File: src/rtl/uart_pkg.sv
// uart_pkg: shared UART state encoding, data width and bit-timing helper (PARITY state only with UART_RX_PARITY_EN)
package uart_pkg;
    localparam int DATA_BITS = 8;
    typedef enum logic [2:0] {
        IDLE,
        START,
        DATA,
`ifdef UART_RX_PARITY_EN
        PARITY,
`endif
        STOP,
        WAIT_IDLE
    } state_t;
    function automatic int clks_per_bit(input int clk_freq, input int baud);
        return clk_freq / baud;
    endfunction
endpackage

File: src/rtl/uart_baud_cnt.sv
// uart_baud_cnt: loadable down-counter; tick fires exactly load_val cycles after a load
module uart_baud_cnt #(
    parameter int W = 9
) (
    input  logic         clk,
    input  logic         rst,
    input  logic         load,
    input  logic [W-1:0] load_val,
    output logic         tick
);
    logic [W-1:0] cnt;
    always_ff @(posedge clk) begin
        if (rst) cnt <= '0;
        else if (load) cnt <= load_val;
        else if (cnt != '0) cnt <= cnt - W'(1);
    end
    // ticking at 1 (not 0) makes the reload cycle part of the period
    assign tick = cnt == W'(1);
endmodule

File: src/rtl/uart_rx.sv
// uart_rx: 8N1 UART receiver with mid-bit sampling; even parity and rx_parity_err when UART_RX_PARITY_EN is defined
module uart_rx
    import uart_pkg::*;
#(
    parameter int CLK_FREQ = 50000000,
    parameter int BAUD     = 115200
) (
    input  logic       CLOCK_50,
    input  logic       reset,
    input  logic       UART_RXD,
    output logic [7:0] rx_data,
    output logic       rx_valid,
    output logic       rx_frame_err,
`ifdef UART_RX_PARITY_EN
    output logic       rx_parity_err,
`endif
    output logic       rx_busy
);
    localparam int CPB = clks_per_bit(CLK_FREQ, BAUD);
    localparam int CW  = $clog2(CPB + 1);
    logic                 s1, s2, rx_d;
    logic [1:0]           warm;
    state_t               state, state_nx;
    logic [DATA_BITS-1:0] shift, shift_nx;
    logic [2:0]           idx, idx_nx;
    logic                 tick, load, valid_nx, ferr_nx;
    logic [CW-1:0]        load_val;
`ifdef UART_RX_PARITY_EN
    logic                 perr, perr_nx, perr_out_nx;
`endif
    uart_baud_cnt #(.W(CW)) u_baud (
        .clk     (CLOCK_50),
        .rst     (reset),
        .load    (load),
        .load_val(load_val),
        .tick    (tick)
    );
    // edge history stays low until the synchronizer holds real line samples,
    // so a line already low at reset release never looks like a start bit
    always_ff @(posedge CLOCK_50) begin
        if (reset) begin
            s1           <= 1'b1;
            s2           <= 1'b1;
            rx_d         <= 1'b0;
            warm         <= 2'b00;
            state        <= IDLE;
            shift        <= '0;
            idx          <= '0;
            rx_data      <= 8'h00;
            rx_valid     <= 1'b0;
            rx_frame_err <= 1'b0;
`ifdef UART_RX_PARITY_EN
            perr          <= 1'b0;
            rx_parity_err <= 1'b0;
`endif
        end else begin
            s1           <= UART_RXD;
            s2           <= s1;
            warm         <= {warm[0], 1'b1};
            rx_d         <= s2 & warm[1];
            state        <= state_nx;
            shift        <= shift_nx;
            idx          <= idx_nx;
            rx_valid     <= valid_nx;
            rx_frame_err <= ferr_nx;
            if (valid_nx) rx_data <= shift;
`ifdef UART_RX_PARITY_EN
            perr          <= perr_nx;
            rx_parity_err <= perr_out_nx;
`endif
        end
    end
    always_comb begin
        state_nx = state;
        shift_nx = shift;
        idx_nx   = idx;
        load     = 1'b0;
        load_val = (state == IDLE) ? CW'(CPB / 2) : CW'(CPB);
        valid_nx = 1'b0;
        ferr_nx  = 1'b0;
`ifdef UART_RX_PARITY_EN
        perr_nx     = perr;
        perr_out_nx = 1'b0;
`endif
        case (state)
            IDLE: if (rx_d & ~s2) begin
                state_nx = START;
                load     = 1'b1;
            end
            START: if (tick) begin
                state_nx = s2 ? IDLE : DATA;
                idx_nx   = '0;
                load     = 1'b1;
            end
            DATA: if (tick) begin
                shift_nx = {s2, shift[DATA_BITS-1:1]};
                idx_nx   = idx + 3'd1;
                load     = 1'b1;
`ifdef UART_RX_PARITY_EN
                if (idx == 3'(DATA_BITS - 1)) state_nx = PARITY;
`else
                if (idx == 3'(DATA_BITS - 1)) state_nx = STOP;
`endif
            end
`ifdef UART_RX_PARITY_EN
            PARITY: if (tick) begin
                perr_nx  = s2 ^ (^shift);
                load     = 1'b1;
                state_nx = STOP;
            end
            STOP: if (tick) begin
                state_nx    = s2 ? IDLE : WAIT_IDLE;
                valid_nx    = s2 & ~perr;
                ferr_nx     = ~s2;
                perr_out_nx = perr;
            end
`else
            STOP: if (tick) begin
                state_nx = s2 ? IDLE : WAIT_IDLE;
                valid_nx = s2;
                ferr_nx  = ~s2;
            end
`endif
            WAIT_IDLE: if (s2) state_nx = IDLE;
            default: state_nx = IDLE;
        endcase
    end
    assign rx_busy = state != IDLE;
endmodule

File: config.mk
export PLATFORM = sky130hd
export DESIGN_NAME = uart_rx
export DESIGN_NICKNAME = d
export VERILOG_FILES = /design/src/rtl/uart_pkg.sv /design/src/rtl/uart_baud_cnt.sv /design/src/rtl/uart_rx.sv
export SDC_FILE = /design/constraint.sdc
export NUM_CORES = 1
export LEC_CHECK = 0
export ABC_AREA = 1
export CAP_MARGIN = 20
export CORE_MARGIN = 2
export CORE_UTILIZATION = 51
export DETAILED_ROUTE_END_ITERATION = 8
export PLACE_DENSITY = 0.84
export SETUP_SLACK_MARGIN = 0.15
export SLEW_MARGIN = 10
export SYNTH_ARGS = -nofsm -noshare
export SYNTH_HDL_FRONTEND = slang
export SYNTH_HIERARCHICAL = 1
export SYNTH_SLANG_ARGS = --single-unit
File: constraint.sdc
create_clock -name CLOCK_50 -period 1.6 [get_ports CLOCK_50]
set_input_delay 0.24 -clock CLOCK_50 [delete_from_list [all_inputs] [get_ports CLOCK_50]]
set_output_delay 0.24 -clock CLOCK_50 [all_outputs]
set_load 0.02 [all_outputs]
==> impl_summary.md <==
Synthesis
Summing the sequential cell areas from Yosys gives 42.3% of the chip area. In this run, distinct cell masters in the synthesized netlist total 26. The count of state elements after synthesis is 38. In the post-synthesis netlist, the biggest area contributors are dfxtp_1, nor2_1, nand2_1, nand3_1, inv_1.

In this run the biggest area consumer among cell types represents 42.3% of the synthesized area. For this run, the number of Yosys warnings is 6. The dominant cell type by area after synthesis is dfxtp_1.

Counting every instance in the synthesized netlist gives 252. After synthesis the cells add up to 1800 um^2. The average instance area after synthesis is 7.13 um^2.

Die
The overall die height is 63.4 um. The starting density of the core is 53.5%. The I/O pin count is 14. The area of the die is 4020 um^2. The number of placement rows is 21. The core region area is 3360 um^2.

The floorplan die width is 63.4 um.

STA
The final critical-path share of the clock period is 104%. Hold timing on the final database bottoms out at a slack of 414 ps. The number of hold violations in the final report is 0. Setup violations remaining at the end of the flow were counted as 19. Between clock sinks in the finished design, the worst skew comes to 11.0 ps. The total negative setup slack is -610 ps.

The maximum frequency from static timing analysis is 603 MHz. The number of pins with negative max-slew slack in the final report came to 0. Setup repair after global routing could not meet its margin everywhere. The smallest setup slack after layout is -58.8 ps. The routed design could run at a clock period as short as 1660 ps.

Clock tree
In this run the clock root is driven by a clkbuf_4. The buffer depth of the longest clock path is 2. The clock slew at the register clock pins of the worst setup and hold paths is 130 ps.

The H-tree was split into 2 levels. Clock tree synthesis found a total of 38 sinks. TritonCTS built the clock tree.

The latest clock arrival within the worst-skew pair is 360 ps. The number of clock buffers added by TritonCTS is 5.

Global routing
The wire length of the first global-routing pass is 7.45 mm. The number of antenna violations at the first check in global routing was 0. Entering global routing, the biggest net connects 15 pins. The all-layer global routing usage is 23.6%. The number of global-route vias before repair is 1633. The sum of overflow across all layers after global routing is 0.

Power and ir drop
IR analysis of the VDD net gives a maximum drop of 612 uV. In this run the static leakage power is 1.13 nW. The total power is 4.60 mW. The total power divided by cell area is 1850 nW/um^2.

Placed design
Port buffering added 13 buffers. Summed over all nets, the half-perimeter wirelength after detailed placement is 2.79 mm. Summing all placed instances gives a cell area of 2110 um^2. Routability-driven placement finished with a final weighted congestion of 0.977. Timing analysis after detailed placement gives a worst setup slack of 16.3 ps. The placed cell count is 322.

Detailed routing
The detailed router placed 1826 vias in this run. The post-detailed-route via-to-cell ratio is 5.29. After detailed routing, the average wire length per cell comes to 14.3 um. The count of nets left with antenna violations once routing finished came out at 0.

The final wirelength is 4.93 mm. In this run, the number of DRC markers left after iteration 0 of detailed routing was 192. For this run, the detailed router's first-pass iteration total came to 4. In the routed design, unresolved DRC markers number 0.

Job
Max-cap violations in this run came to 0.

Setup path
The cell family contributing the most delay on the critical path is simple AND/OR/NAND/NOR gates. The critical path's most frequent cell is buf_6. The worst path buffer plus inverter count is 4. The critical path goes through nor2_2, nand3_4, nor2_4, buf_6, clkinvlp_4, nor2_4, buf_6, buf_6, nand2_2, a21oi_2. The critical path is of the register to register type. For this run, the slowest stage of the critical path takes 370 ps.

The signal arrival time at the worst endpoint is 1960 ps. In this run the worst path has a maximum fanout of 5. The internal reg-to-reg setup slack is -60 ps.

The data required time of the worst path is 1900 ps. The endpoint kind of the worst setup timing path is a register. The worst setup path is launched from a register. The slowest cell on the critical path is dfxtp_1.

Final layout
After the flow finishes, the layout carries non-filler instances totaling 345. The area growth from synthesis to layout is 38.0%. The number of antenna diodes is 0. After routing the design area is 2480 um^2. The share of layout cells above drive strength 1 is 36.5%. The count of fill cells added during filler insertion is 261. Measured on the finished design, the core utilization comes to 73.8%. For this run, the post-layout net count is 305.

Run status
The run finished, with violations left. The checks that failed: negative setup slack.

Hold path
The tightest min-delay check is of the register to register type.
[metal layers]
layer / track usage, % / share of wire [%] / routed length [um] / vias to the layer above
li1: - / - / - / 888
met1: 29.1 / 39 / 1910 / 836
met2: 39.6 / 52 / 2560 / 81
met3: 3.75 / 5.3 / 263 / 21
met4: 12.2 / 4.0 / 195 / 0
met5: 0 / 0 / 0 / -
[worst reg2reg max path, cell delays in order, from the launching register on]
cell	delay [ps]
dfxtp_1	370
nor2_2	200
nand3_4	100
nor2_4	130
buf_6	110
clkinvlp_4	120
nor2_4	200
buf_6	140
buf_6	90
nand2_2	40
a21oi_2	100
[cell type report]
type                    count  area, um^2  area share, %
well taps                  46        57.6           2.32
clock inverters             2        12.5          0.504
repair inverters            1        11.3          0.454
repair buffers             43         387           15.6
clock buffers               6        51.3           2.07
inverters                  27         113           4.54
flip-flops and latches     38         772           31.1
multi-input cells         182        1080           43.4
[synthesized netlist by cell type (all sizes together)]
cell    number
nand4        3
nor2        55
nand2       52
conb         2
nor4         1
buf          8
a21oi       14
o21a         1
inv         27
ha           4
or2          5
nand3       22
o21bai       3
nor3         2
o21ai       14
dfxtp       38
o211ai       1
[cells in the final DEF, fill, tap and decap left out, drive strengths merged, types with 2 or more instances in the layout]
cell type	Yosys	layout
ha	4	4
dfxtp	38	38
clkinvlp	0	2
dlygate4sd2	0	10
buf	8	31
nand2	52	53
a21oi	14	14
nor2	55	56
or2	5	5
nand3	22	22
o21ai	14	14
o21bai	3	3
nor3	2	2
conb	2	3
inv	27	27
nand4	3	3
clkdlybuf4s50	0	2
clkbuf	0	6
[registers in the layout, summed over array words and instances, names as in the netlist]
signal        count
idx               3
rx_d              1
rx_data           8
rx_frame_err      1
rx_valid          1
s1                1
s2                1
shift             8
state             3
u_baud/cnt        9
warm              2
[repair_timing]
item                                    4_1_cts  5_1_grt
cloned                                        2        1
resized for setup                            33       51
pin swaps                                    14       24
setup buffers                                 6        6
endpoints found under the setup margin       39       34
hold buffers                                  0        0
[report_power, final]
group	leakage (nW)	internal [mW]	switching (mW)	total, mW
Sequential	0.312	1.13	0.186	1.32
Clock	0.0343	0.211	0.343	0.554
Combinational	0.787	1.15	1.58	2.73
[worst paths after layout]
path                  from      end  cells after the start
max          u_baud/cnt[6]   idx[2]                     10
max reg2reg  u_baud/cnt[6]   idx[2]                     10
min                warm[0]  warm[1]                      2
min reg2reg        warm[0]  warm[1]                      2
[logic make-up after synthesis]
| family | synth area share [%] |
|---|---|
| simple gates | 36.0 |
| flops | 42.3 |
| buf+inv | 8.14 |
| compound gates | 10.3 |
| fa+ha+maj | 2.78 |
| other cells | 0.418 |
No activity file was read; power rests on OpenSTA's default activity.
